<file path="config.mk">
export PLATFORM = sky130hd
export DESIGN_NAME = control_unit_flat
export DESIGN_NICKNAME = d
export VERILOG_FILES = /design/src/rtl/control_unit_if.sv /design/src/rtl/control_unit.sv /design/src/flat_wrapper.sv
export SDC_FILE = /design/constraint.sdc
export NUM_CORES = 1
export LEC_CHECK = 0
export ABC_CLOCK_PERIOD_IN_PS = 3200
export CAP_MARGIN = 25
export CELL_PAD_IN_SITES_DETAIL_PLACEMENT = 1
export CELL_PAD_IN_SITES_GLOBAL_PLACEMENT = 1
export CORE_ASPECT_RATIO = 1.2
export CORE_MARGIN = 2
export CORE_UTILIZATION = 32
export DETAILED_ROUTE_END_ITERATION = 7
export GPL_ROUTABILITY_DRIVEN = 1
export GPL_TIMING_DRIVEN = 0
export PLACE_DENSITY = 0.88
export SYNTH_ARGS = -nofsm -noshare
export SYNTH_HDL_FRONTEND = slang
export SYNTH_SLANG_ARGS = --single-unit
export TNS_END_PERCENT = 5
</file>
<file path="constraint.sdc">
create_clock -name clk -period 3.2 [get_ports clk]
set_input_delay 0.48 -clock clk [delete_from_list [all_inputs] [get_ports clk]]
set_output_delay 0.48 -clock clk [all_outputs]
set_load 0.01 [all_outputs]
</file>
<file path="src/rtl/control_unit_if.sv">
// Datapath/memory-side signal bundle for the Mini-SRC control unit.
// With CU_INSTR_COUNT_EN defined it also carries the retired-instruction count.
interface control_unit_if;
    logic [31:0] in_ir;
    logic        in_mem_ready;
    logic        out_reg_clear;
    logic [3:0]  out_regfile_location;
    logic [3:0]  out_alu_opcode;
    logic        out_mdr_select;
    logic        out_inc_pc;
    logic        out_regfile_read, out_hi_read, out_lo_read, out_z_hi_read, out_z_lo_read;
    logic        out_pc_read, out_mdr_read;
    logic        out_regfile_write, out_hi_write, out_lo_write, out_z_write, out_pc_write;
    logic        out_mdr_write, out_ir_write, out_y_write, out_mar_write;
    logic        out_mem_read, out_mem_write;
    logic        out_halted, out_illegal, out_mem_error;
`ifdef CU_INSTR_COUNT_EN
    logic [31:0] out_instr_count;
`endif

    modport master (
`ifdef CU_INSTR_COUNT_EN
        output out_instr_count,
`endif
        input  in_ir, in_mem_ready,
        output out_reg_clear, out_regfile_location, out_alu_opcode, out_mdr_select, out_inc_pc,
        output out_regfile_read, out_hi_read, out_lo_read, out_z_hi_read, out_z_lo_read,
        output out_pc_read, out_mdr_read,
        output out_regfile_write, out_hi_write, out_lo_write, out_z_write, out_pc_write,
        output out_mdr_write, out_ir_write, out_y_write, out_mar_write,
        output out_mem_read, out_mem_write, out_halted, out_illegal, out_mem_error
    );

    modport slave (
`ifdef CU_INSTR_COUNT_EN
        input  out_instr_count,
`endif
        output in_ir, in_mem_ready,
        input  out_reg_clear, out_regfile_location, out_alu_opcode, out_mdr_select, out_inc_pc,
        input  out_regfile_read, out_hi_read, out_lo_read, out_z_hi_read, out_z_lo_read,
        input  out_pc_read, out_mdr_read,
        input  out_regfile_write, out_hi_write, out_lo_write, out_z_write, out_pc_write,
        input  out_mdr_write, out_ir_write, out_y_write, out_mar_write,
        input  out_mem_read, out_mem_write, out_halted, out_illegal, out_mem_error
    );
endinterface

</file>
<file path="src/rtl/control_unit.sv">
// Mini-SRC hardwired sequencer: fetch, decode and execute strobes for the single-bus datapath.
// Optional macro CU_INSTR_COUNT_EN adds the retired-instruction counter out_instr_count.
module control_unit #(
    parameter int unsigned MEM_TIMEOUT = 16
) (
    input logic            clk,
    input logic            in_clr,
    control_unit_if.master bus
);
    localparam int unsigned CNT_W = (MEM_TIMEOUT > 1) ? $clog2(MEM_TIMEOUT) : 1;

    typedef enum logic [3:0] {RST, F0, F1, F2, DEC, E1, E2, E3, E4, HALT} state_t;
    typedef enum logic [3:0] {C_LD, C_ST, C_MFHI, C_MFLO, C_NOP, C_ALU, C_MULDIV, C_HALT, C_ILL} op_class_t;

    typedef struct packed {
        logic       reg_clear;
        logic [3:0] location;
        logic [3:0] alu_opcode;
        logic       inc_pc;
        logic       regfile_read, hi_read, lo_read, z_hi_read, z_lo_read, pc_read, mdr_read;
        logic       regfile_write, hi_write, lo_write, z_write, pc_write, mdr_write;
        logic       ir_write, y_write, mar_write;
        logic       mem_read, mem_write, halted;
        logic       rd_wait;
    } strobe_t;

    state_t          state, nxt;
    strobe_t         strb;
    op_class_t       cls;
    logic [CNT_W-1:0] wait_cnt;
    logic            mem_error;
    logic            mem_state, timeout, retire;
    logic [4:0]      op;
    logic [3:0]      ra, rb, rc;
    logic            unused_ir;

    assign op        = bus.in_ir[31:27];
    assign ra        = bus.in_ir[26:23];
    assign rb        = bus.in_ir[22:19];
    assign rc        = bus.in_ir[18:15];
    assign unused_ir = ^bus.in_ir[14:0];

    function automatic op_class_t op_class(input logic [4:0] o);
        op_class_t c;
        c = C_ILL;
        case (o)
            5'h00: c = C_LD;
            5'h01: c = C_ST;
            5'h02: c = C_MFHI;
            5'h03: c = C_MFLO;
            5'h04: c = C_NOP;
            5'h10, 5'h11, 5'h12, 5'h13, 5'h14, 5'h15,
            5'h16, 5'h17, 5'h18, 5'h19, 5'h1A, 5'h1B: c = C_ALU;
            5'h1C, 5'h1D: c = C_MULDIV;
            5'h1F: c = C_HALT;
            default: c = C_ILL;
        endcase
        return c;
    endfunction

    // Strobe pattern for a state; registered one cycle ahead so outputs line up with the state.
    function automatic strobe_t decode(input state_t s, input op_class_t c, input logic [3:0] alu,
                                       input logic [3:0] a, input logic [3:0] b, input logic [3:0] r);
        strobe_t d;
        d = '0;
        case (s)
            RST: d.reg_clear = 1'b1;
            F0: begin d.pc_read = 1'b1; d.mar_write = 1'b1; d.pc_write = 1'b1; d.inc_pc = 1'b1; end
            F1: begin d.mem_read = 1'b1; d.rd_wait = 1'b1; end
            F2: begin d.mdr_read = 1'b1; d.ir_write = 1'b1; end
            E1: case (c)
                C_LD, C_ST:      begin d.location = b; d.regfile_read = 1'b1; d.mar_write = 1'b1; end
                C_MFHI:          begin d.hi_read = 1'b1; d.location = a; d.regfile_write = 1'b1; end
                C_MFLO:          begin d.lo_read = 1'b1; d.location = a; d.regfile_write = 1'b1; end
                C_ALU, C_MULDIV: begin d.location = b; d.regfile_read = 1'b1; d.y_write = 1'b1; end
                default: ;
            endcase
            E2: case (c)
                C_LD:            begin d.mem_read = 1'b1; d.rd_wait = 1'b1; end
                C_ST:            begin d.location = a; d.regfile_read = 1'b1; d.mdr_write = 1'b1; end
                C_ALU, C_MULDIV: begin
                    d.location = r; d.regfile_read = 1'b1; d.alu_opcode = alu; d.z_write = 1'b1;
                end
                default: ;
            endcase
            E3: case (c)
                C_LD:     begin d.mdr_read = 1'b1; d.location = a; d.regfile_write = 1'b1; end
                C_ST:     d.mem_write = 1'b1;
                C_ALU:    begin d.z_lo_read = 1'b1; d.location = a; d.regfile_write = 1'b1; end
                C_MULDIV: begin d.z_lo_read = 1'b1; d.lo_write = 1'b1; end
                default: ;
            endcase
            E4: if (c == C_MULDIV) begin d.z_hi_read = 1'b1; d.hi_write = 1'b1; end
            HALT: d.halted = 1'b1;
            default: ;
        endcase
        return d;
    endfunction

    // Registered mem strobes mark the memory-wait states.
    always_comb begin
        cls       = op_class(op);
        mem_state = strb.mem_read | strb.mem_write;
        timeout   = (MEM_TIMEOUT != 0) && mem_state && !bus.in_mem_ready &&
                    (wait_cnt == CNT_W'(MEM_TIMEOUT - 1));
        nxt       = state;
        case (state)
            RST: nxt = F0;
            F0:  nxt = F1;
            F1:  if (bus.in_mem_ready) nxt = F2; else if (timeout) nxt = HALT;
            F2:  nxt = DEC;
            DEC: case (cls)
                C_NOP, C_ILL: nxt = F0;
                C_HALT:       nxt = HALT;
                default:      nxt = E1;
            endcase
            E1:  nxt = (cls == C_MFHI || cls == C_MFLO) ? F0 : E2;
            E2:  if (cls != C_LD || bus.in_mem_ready) nxt = E3; else if (timeout) nxt = HALT;
            E3:  begin
                if (cls == C_MULDIV) nxt = E4;
                else if (cls != C_ST || bus.in_mem_ready) nxt = F0;
                else if (timeout) nxt = HALT;
            end
            E4:   nxt = F0;
            HALT: nxt = HALT;
            default: nxt = RST;
        endcase
        retire = (nxt == F0) && (state inside {DEC, E1, E2, E3, E4});
    end

`ifdef CU_INSTR_COUNT_EN
    logic [31:0] instr_count;
    assign bus.out_instr_count = instr_count;
`endif

    always_ff @(posedge clk) begin
        if (in_clr) begin
            state     <= RST;
            strb      <= decode(RST, C_NOP, 4'd0, 4'd0, 4'd0, 4'd0);
            wait_cnt  <= '0;
            mem_error <= 1'b0;
`ifdef CU_INSTR_COUNT_EN
            instr_count <= '0;
`endif
        end else begin
            state    <= nxt;
            strb     <= decode(nxt, cls, op[3:0], ra, rb, rc);
            wait_cnt <= (mem_state && !bus.in_mem_ready && !timeout) ? wait_cnt + CNT_W'(1) : '0;
            if (timeout) mem_error <= 1'b1;
`ifdef CU_INSTR_COUNT_EN
            if (state == RST) instr_count <= '0;
            else if (retire)  instr_count <= instr_count + 32'd1;
`endif
        end
    end

    assign bus.out_reg_clear        = strb.reg_clear;
    assign bus.out_regfile_location = strb.location;
    assign bus.out_alu_opcode       = strb.alu_opcode;
    assign bus.out_inc_pc           = strb.inc_pc;
    assign bus.out_regfile_read     = strb.regfile_read;
    assign bus.out_hi_read          = strb.hi_read;
    assign bus.out_lo_read          = strb.lo_read;
    assign bus.out_z_hi_read        = strb.z_hi_read;
    assign bus.out_z_lo_read        = strb.z_lo_read;
    assign bus.out_pc_read          = strb.pc_read;
    assign bus.out_mdr_read         = strb.mdr_read;
    assign bus.out_regfile_write    = strb.regfile_write;
    assign bus.out_hi_write         = strb.hi_write;
    assign bus.out_lo_write         = strb.lo_write;
    assign bus.out_z_write          = strb.z_write;
    assign bus.out_pc_write         = strb.pc_write;
    assign bus.out_ir_write         = strb.ir_write;
    assign bus.out_y_write          = strb.y_write;
    assign bus.out_mar_write        = strb.mar_write;
    assign bus.out_mem_read         = strb.mem_read;
    assign bus.out_mem_write        = strb.mem_write;
    assign bus.out_halted           = strb.halted;
    assign bus.out_mem_error        = mem_error;
    // Read data is captured in the same cycle memory reports ready.
    assign bus.out_mdr_select       = strb.rd_wait & bus.in_mem_ready;
    assign bus.out_mdr_write        = strb.mdr_write | (strb.rd_wait & bus.in_mem_ready);
    assign bus.out_illegal          = (state == DEC) && (cls == C_ILL);
    // retire only feeds the optional counter.
    logic unused_retire;
    assign unused_retire = retire;
endmodule

</file>
<file path="src/flat_wrapper.sv">
// flat-port wrapper written by rule: the top's interface ports become plain ports
module control_unit_flat 
#(
    parameter int unsigned MEM_TIMEOUT = 16
)
  (clk, in_clr, bus_in_ir, bus_in_mem_ready, bus_out_reg_clear, bus_out_regfile_location, bus_out_alu_opcode, bus_out_mdr_select, bus_out_inc_pc, bus_out_regfile_read, bus_out_hi_read, bus_out_lo_read, bus_out_z_hi_read, bus_out_z_lo_read, bus_out_pc_read, bus_out_mdr_read, bus_out_regfile_write, bus_out_hi_write, bus_out_lo_write, bus_out_z_write, bus_out_pc_write, bus_out_mdr_write, bus_out_ir_write, bus_out_y_write, bus_out_mar_write, bus_out_mem_read, bus_out_mem_write, bus_out_halted, bus_out_illegal, bus_out_mem_error);
  control_unit_if bus_i ();
  input logic clk;
  input logic in_clr;
  input wire logic [$bits(bus_i.in_ir)-1:0] bus_in_ir;
  input wire logic [$bits(bus_i.in_mem_ready)-1:0] bus_in_mem_ready;
  output wire logic [$bits(bus_i.out_reg_clear)-1:0] bus_out_reg_clear;
  output wire logic [$bits(bus_i.out_regfile_location)-1:0] bus_out_regfile_location;
  output wire logic [$bits(bus_i.out_alu_opcode)-1:0] bus_out_alu_opcode;
  output wire logic [$bits(bus_i.out_mdr_select)-1:0] bus_out_mdr_select;
  output wire logic [$bits(bus_i.out_inc_pc)-1:0] bus_out_inc_pc;
  output wire logic [$bits(bus_i.out_regfile_read)-1:0] bus_out_regfile_read;
  output wire logic [$bits(bus_i.out_hi_read)-1:0] bus_out_hi_read;
  output wire logic [$bits(bus_i.out_lo_read)-1:0] bus_out_lo_read;
  output wire logic [$bits(bus_i.out_z_hi_read)-1:0] bus_out_z_hi_read;
  output wire logic [$bits(bus_i.out_z_lo_read)-1:0] bus_out_z_lo_read;
  output wire logic [$bits(bus_i.out_pc_read)-1:0] bus_out_pc_read;
  output wire logic [$bits(bus_i.out_mdr_read)-1:0] bus_out_mdr_read;
  output wire logic [$bits(bus_i.out_regfile_write)-1:0] bus_out_regfile_write;
  output wire logic [$bits(bus_i.out_hi_write)-1:0] bus_out_hi_write;
  output wire logic [$bits(bus_i.out_lo_write)-1:0] bus_out_lo_write;
  output wire logic [$bits(bus_i.out_z_write)-1:0] bus_out_z_write;
  output wire logic [$bits(bus_i.out_pc_write)-1:0] bus_out_pc_write;
  output wire logic [$bits(bus_i.out_mdr_write)-1:0] bus_out_mdr_write;
  output wire logic [$bits(bus_i.out_ir_write)-1:0] bus_out_ir_write;
  output wire logic [$bits(bus_i.out_y_write)-1:0] bus_out_y_write;
  output wire logic [$bits(bus_i.out_mar_write)-1:0] bus_out_mar_write;
  output wire logic [$bits(bus_i.out_mem_read)-1:0] bus_out_mem_read;
  output wire logic [$bits(bus_i.out_mem_write)-1:0] bus_out_mem_write;
  output wire logic [$bits(bus_i.out_halted)-1:0] bus_out_halted;
  output wire logic [$bits(bus_i.out_illegal)-1:0] bus_out_illegal;
  output wire logic [$bits(bus_i.out_mem_error)-1:0] bus_out_mem_error;
  assign bus_i.in_ir = bus_in_ir;
  assign bus_i.in_mem_ready = bus_in_mem_ready;
  assign bus_out_reg_clear = bus_i.out_reg_clear;
  assign bus_out_regfile_location = bus_i.out_regfile_location;
  assign bus_out_alu_opcode = bus_i.out_alu_opcode;
  assign bus_out_mdr_select = bus_i.out_mdr_select;
  assign bus_out_inc_pc = bus_i.out_inc_pc;
  assign bus_out_regfile_read = bus_i.out_regfile_read;
  assign bus_out_hi_read = bus_i.out_hi_read;
  assign bus_out_lo_read = bus_i.out_lo_read;
  assign bus_out_z_hi_read = bus_i.out_z_hi_read;
  assign bus_out_z_lo_read = bus_i.out_z_lo_read;
  assign bus_out_pc_read = bus_i.out_pc_read;
  assign bus_out_mdr_read = bus_i.out_mdr_read;
  assign bus_out_regfile_write = bus_i.out_regfile_write;
  assign bus_out_hi_write = bus_i.out_hi_write;
  assign bus_out_lo_write = bus_i.out_lo_write;
  assign bus_out_z_write = bus_i.out_z_write;
  assign bus_out_pc_write = bus_i.out_pc_write;
  assign bus_out_mdr_write = bus_i.out_mdr_write;
  assign bus_out_ir_write = bus_i.out_ir_write;
  assign bus_out_y_write = bus_i.out_y_write;
  assign bus_out_mar_write = bus_i.out_mar_write;
  assign bus_out_mem_read = bus_i.out_mem_read;
  assign bus_out_mem_write = bus_i.out_mem_write;
  assign bus_out_halted = bus_i.out_halted;
  assign bus_out_illegal = bus_i.out_illegal;
  assign bus_out_mem_error = bus_i.out_mem_error;
  control_unit #(.MEM_TIMEOUT(MEM_TIMEOUT)) u_core (.clk(clk), .in_clr(in_clr), .bus(bus_i));
endmodule
</file>
==> run summary <==
VDD sags by at most 0.199 mV. Summing all non-filler instances in the final layout gives an area of 2600 µm². The estimated wirelength of the detail-placed design is 4150 µm. Clock-pin slew was measured on the worst setup and hold paths at 0.08 ns. The number of standard-cell rows in the floorplan is 30, and the number of synthesized register bits is 35.

The worst setup path is launched from a primary input. The most frequent cell on the critical path was or4_1. The most area-hungry cell type in the Yosys netlist was dfxtp_1. The number of buffers inserted during clock tree synthesis was 5. CTS placed an instance of clkbuf_8 at the clock tree root.

Among all stages on the critical path, the largest delay is contributed by or4_1. The floorplan step set the die height to 86.8 µm. The first TritonRoute pass finished after 4 iterations. Per report_power, the sequential group accounts for 35.7% of the total.

The fraction of synthesized cell area taken by the top area cell type is 38.4%, and the combined buffer and inverter count along the critical path is 1. The core region is 5590 µm². Entering global routing, the biggest net connects 13 pins. Leaving out fill and tap cells, the most frequent cell in the layout is clkdlybuf4s50_1. Post-synthesis to final-layout area growth: 42.5%. Clock tree synthesis found a total of 35 sinks. The synthesized design contains 0 enable-type register cells. The run finished with clean final reports. The number of input and output port buffers inserted is 51. The fraction of layout cells with a size suffix above 1 is 14.1%. Wires add up to 5530 µm. The clock power share was 36.1%; the post-route clock period utilization was 95.5%. Clock skew on the completed layout was measured at 0.00472 ns. Power spread over the standard cell area amounts to 514 nW/µm².

The critical path goes through clkdlybuf4s50_1, or4_1, or4_1, and3_1, o21a_2, or4_4, nor2b_1. The run gives 0 as the final number of max-transition violations. At the worst endpoint, the arrival time is 3.28 ns.

For the worst setup path, the data required time is 3.42 ns. TritonCTS built the clock tree. The switching share of power came out at 28.9%. The iteration-0 DRC count of the detailed router came out at 61. For the pin with the worst max-slew slack, the measured transition is 0.881 ns.

Setup violations remaining at the end of the flow were counted as 0. The final critical-path required period came out at 3.06 ns. The run gives 0.29 ns as the clock insertion delay at the later pin of the skew report.

The proportion of power drawn by combinational gates is 28.3%, and the maximum single-stage delay on the critical path is 0.60 ns. Setup repair after global routing left no endpoint under its margin. The number of antenna diodes in the final layout is 0.

The H-tree generated during clock tree synthesis spans 2 levels. The switching power total was 0.387 mW; the fraction of the yosys area taken by sequential cells was 38.4%. Initial cell density of the core: 32.7%. Headroom to the max-slew limit came out at 40.5%.

The classification of the worst-slack hold path was reg -> reg. The Yosys step of the flow raised 0 warnings. Measured along the x axis, the die boundary spans 73.0 µm. Synthesis produced a netlist whose cell count is 215. Leaving out fill and tap cells, the most frequent cells in the layout are 51 x clkdlybuf4s50_1, 35 x dfxtp_1, 16 x nor2_1. In the final timing run, aggregate negative setup slack is 0 ns. The largest fanout on the critical path came out at 8. The tool flagged a number of max-cap violations equal to 0. The class of the most critical setup path is in -> reg. Commonest register cell after synthesis: dfxtp_1. The average via count per standard cell is 5.45.

The number of nets in the synthesized netlist is 251. The internal power summed over all cells is 0.951 mW. The cell family contributing the most delay on the critical path is simple AND/OR/NAND/NOR gates. For the number of distinct standard cells referenced by the synthesized netlist, the log shows 50. Counting along the longest clock path gives a buffer depth of 2. Global routing used 17.9% of the available tracks. For this block, the via count after detailed routing is 1854. Once placement finished, the instance area stood at 2420 µm².

Averaged over all synthesized cells, the footprint is 8.50 µm². Dividing the detail-routed wire length by the instance count gives 16.3 µm. In the post-synthesis netlist, the biggest area contributors are dfxtp_1 38%, buf_4 4.5%, a21oi_1 3.6%, nor2_1 3.3%, clkbuf_1 2.9%. The post-route total power was 1.34 mW.

STA classifies the critical path endpoint as a flip-flop. Fill cells in the final layout number 668. Number of failing hold endpoints at the final stage: 0. Once detail routing completed, the nets flagged for antenna violations numbered 0. The async set-reset flop share out of synthesis was 0%. The run gives 1881 as the number of global-route vias before repair. For this run, design rule violations remaining after detail routing come to 0. The number of antenna violations at the first check in global routing is 0. The netlist area before placement is 1830 µm², and the number of I/O pins is 67.

For the final net count, the log shows 311. The global-route wire length before repair is 8870 µm. The tools report the total grt overflow as 0. On the final layout, the worst hold slack is 0.474 ns.

The die covers 6330 µm². The tools report the leakage component of the power as 0.961 nW. The congestion estimate from routability-driven global placement came to 0.848.

The tools report the maximum clock rate as 327 MHz.
## final cells by class
cell class | instances | area (µm²) | area share (%)
Clock buffer | 5 | 68.8 | 2.64
Sequential cell | 35 | 701 | 26.9
Clock inverter | 3 | 67.6 | 2.60
Tap cell | 64 | 80.1 | 3.08
Buffer | 25 | 139 | 5.34
Timing Repair Buffer | 53 | 526 | 20.2
Multi-Input combinational cell | 151 | 1010 | 38.7
Inverter | 4 | 15.0 | 0.577
## through the flow
step	worst slack, ns	std cells	utilization (%)
finish	0.143	340	46.5
global route	0.0192	340	46.5
floorplan	0.650	215	-
detailed placement	-0.614	330	43.2
global placement	-0.208	330	43.2
CTS	0.0384	338	45.8
## power by group through the flow
stage | clock [mW] | combinational [mW] | sequential [mW]
floorplan | 0 | 0.213 | 0.492
CTS | 0.485 | 0.366 | 0.478
detailed placement | 0 | 0.361 | 0.488
finish | 0.483 | 0.378 | 0.477
global route | 0.503 | 0.413 | 0.480
global placement | 0 | 0.349 | 0.485
## Yosys cell counts (2+ instances only)
cell and number:
nor3_1 4, nand3_1 10, nor2_1 16, xnor2_1 2, nor3b_1 2, a21bo_2 2
buf_4 11, and2_1 5, nor2b_1 6, o22ai_1 3, o21ai_0 9, and2_0 2
inv_1 4, nand2_1 13, a22oi_1 3, clkbuf_1 14, nor4b_2 2, o21ba_2 2
dfxtp_1 35, a22o_1 3, a211o_1 2, or3_1 2, a211oi_1 3, nand3b_1 4
a21oi_1 13, and3_1 8, or4_1 2, nand2b_1 8, or3b_2 2, nand4b_1 3
## worst min-delay path, delay by kind of cell, from the launching register on
family / cells / cell delay (ns)
compound gates: 1 / 0.06
flops: 1 / 0.32
buf+inv: 1 / 0.05
## cells by family (layout without fill, tap and decap cells)
kind of cell	Yosys count	count (layout)	share of synthesized area, %
AND/OR/NAND/NOR	94	94	30.3
AO/OA/AOI/OAI	53	53	21.0
flip-flops	35	35	38.4
buffers and inverters	29	90	8.22
XOR/XNOR	3	3	1.44
adder cells (fa/ha/maj)	1	1	0.685
## per-layer routing
metal | vias up | track usage [%] | share of wire [%]
met2 | 56 | 31.8 | 53
met3 | 12 | 2.09 | 3.5
li1 | 881 | - | -
met4 | 0 | 8.42 | 2.5
met1 | 905 | 21.2 | 41
met5 | - | 0 | 0
## timing repair
item	in CTS	in global routing
pin swaps	0	1
buffers inserted	0	2
setup endpoints to repair	4	14
hold endpoints to repair	0	0
hold buffers	0	0
gates resized for setup	2	8
## worst paths after layout
| check | start | end | slack, ns | depth (start not counted) |
|---|---|---|---|---|
| hold / removal | u_core.bus.out_mem_error | u_core.bus.out_mem_error | 0.47 | 2 |
| hold reg to reg | u_core.bus.out_mem_error | u_core.bus.out_mem_error | 0.47 | 2 |
| setup / recovery | bus_in_ir[30] | u_core.bus.out_mem_write | 0.14 | 7 |
| setup reg to reg | u_core.state[1] | u_core.bus.out_mem_write | 0.50 | 8 |
## state kept, by name, indices dropped and copies added (netlist names), 4 cells and up
name                             count
u_core.bus.out_alu_opcode            4
u_core.bus.out_regfile_location      4
u_core.wait_cnt                      4
u_core.state                         4
(Power assumes the default switching activity.)
==> patch (same flow settings) <==
`MEM_TIMEOUT` is set to 16 in 2 places; all go to 8.
--- a/src/rtl/control_unit.sv
+++ b/src/rtl/control_unit.sv
@@ -3,3 +3,3 @@
 module control_unit #(
-    parameter int unsigned MEM_TIMEOUT = 16
+    parameter int unsigned MEM_TIMEOUT = 8
 ) (
--- a/src/flat_wrapper.sv
+++ b/src/flat_wrapper.sv
@@ -3,3 +3,3 @@
 #(
-    parameter int unsigned MEM_TIMEOUT = 16
+    parameter int unsigned MEM_TIMEOUT = 8
 )
Function: same outputs for any inputs over 10 cycles, from zero or initial values; that may be too few to reach the edited logic, so the function may still have changed.
==> patch against the unedited design <==
  * Critical path depth unchanged
  * Cell count down 11%
  * Die area down 5.5%
  * Combinational power down 48%
  * Sequential share of layout area up 1.6 points
  * Wire length down 17%
  * Final area down 8.2%
  * Area after synthesis down 5.8%
  * Total power down 28%
  * Setup slack better by 0.26 ns
  * First-iteration DRC count up 16%
  * Sequential power down 6.5%
  * Sequential cell count down 1
  * Utilization down 0.79 points
==> patch: results (changes against the unedited design) <==
- Run status: complete, no violations
- Routed Wire Length: 4.60 mm (-17%)
- Worst rel slew slack: 56.6% (+16 points)
- Port Buffers: 50 (-2.0%)
- Final-stage net count: 277 (-11%)
- Syn Area/Cell: 9.40 um^2 (+11%)
- Fill cells: 623 (-6.7%)
- DP HPWL: 3.55 mm (-15%)
- Post-Place Cells: 295 (-11%)
- Largest cells by area after synthesis: dfxtp_1, a22o_1, buf_4, nor2_1, a21oi_1
- Largest net degree at the start of global routing: 11 (-2)
- GRT Overall Usage: 16.4% (-1.5 points)
- Pleak: 0.918 nW (-4.5%)
- Vias in the first global route: 1645 (-13%)
- Clock skew: 0.00766 ns (+0.00294 ns)
- Vias per cell: 5.01 (-8.2%)
- Final GP Congestion: 0.830 (-2.1%)
- Via count: 1517 (-18%)
- WP data arrival: 3.02 ns (-0.26 ns)
- Post-cts repair resize count: 0 (-2)
- Fraction of layout cells with a size suffix above 1: 17.4% (+3.3 points)
- Pwr per Cell Area: 404 nW/um^2 (-22%)
- Syn Nets: 220 (-12%)
- VDD IR max: 153 uV (-23%)
- Dpl cell area: 2300 um^2 (-4.9%)
==> patch: metal layers <==
metal | up-vias | routed length [um] | global-route usage, % | part of all wire (%)
met5 | - | 0 | 0 | 0
met4 | 0 | 85 | 6.86 | 1.8
met3 | 7 | 167 | 3.96 | 3.6
met2 | 28 | 2480 | 30.1 | 54
met1 | 720 | 1860 | 17.7 | 41
li1 | 762 | - | - | -
==> patch: layout make-up <==
| cell class | instances | area share, % |
|---|---|---|
| Buffer | 21 | 5.65 |
| Clock buffer | 7 | 3.61 |
| Clock inverter | 1 | 0.209 |
| Inverter | 4 | 0.628 |
| Multi-Input combinational cell | 124 | 37.2 |
| Sequential cell | 34 | 28.5 |
| Tap cell | 62 | 3.25 |
| Timing Repair Buffer | 50 | 20.9 |
==> patch: kinds of logic after synthesis <==
logic type | after synthesis | share of synthesized area [%]
simple gates | 76 | 27.1
compound gates | 44 | 22.0
flops | 34 | 39.6
buf+inv | 25 | 8.73
fa+ha+maj | 2 | 1.45
xor+xnor | 1 | 0.509
mux | 1 | 0.582
==> patch: critical path, stage by stage <==
cell and delay (ns):
clkdlybuf4s50_1 0.58, nor3_4 0.44, nand3b_2 0.19, nor4_4 0.36
nor3_1 0.19, a211oi_1 0.55, a22o_1 0.22
==> patch: worst paths after layout <==
kind / start / to / slack, ns / cells past startpoint
max: bus_in_ir[30] / u_core.bus.out_regfile_location[2] / 0.41 / 7
min: u_core.wait_cnt[0] / u_core.wait_cnt[0] / 0.43 / 1
max reg2reg: u_core.wait_cnt[0] / u_core.bus.out_regfile_location[2] / 0.79 / 7
min reg2reg: u_core.wait_cnt[0] / u_core.wait_cnt[0] / 0.43 / 1
==> patch: power breakdown <==
part	internal [mW]	total, mW	switching, mW
Clock	0.173	0.321	0.148
Sequential	0.437	0.446	0.00861
Combinational	0.0943	0.198	0.104
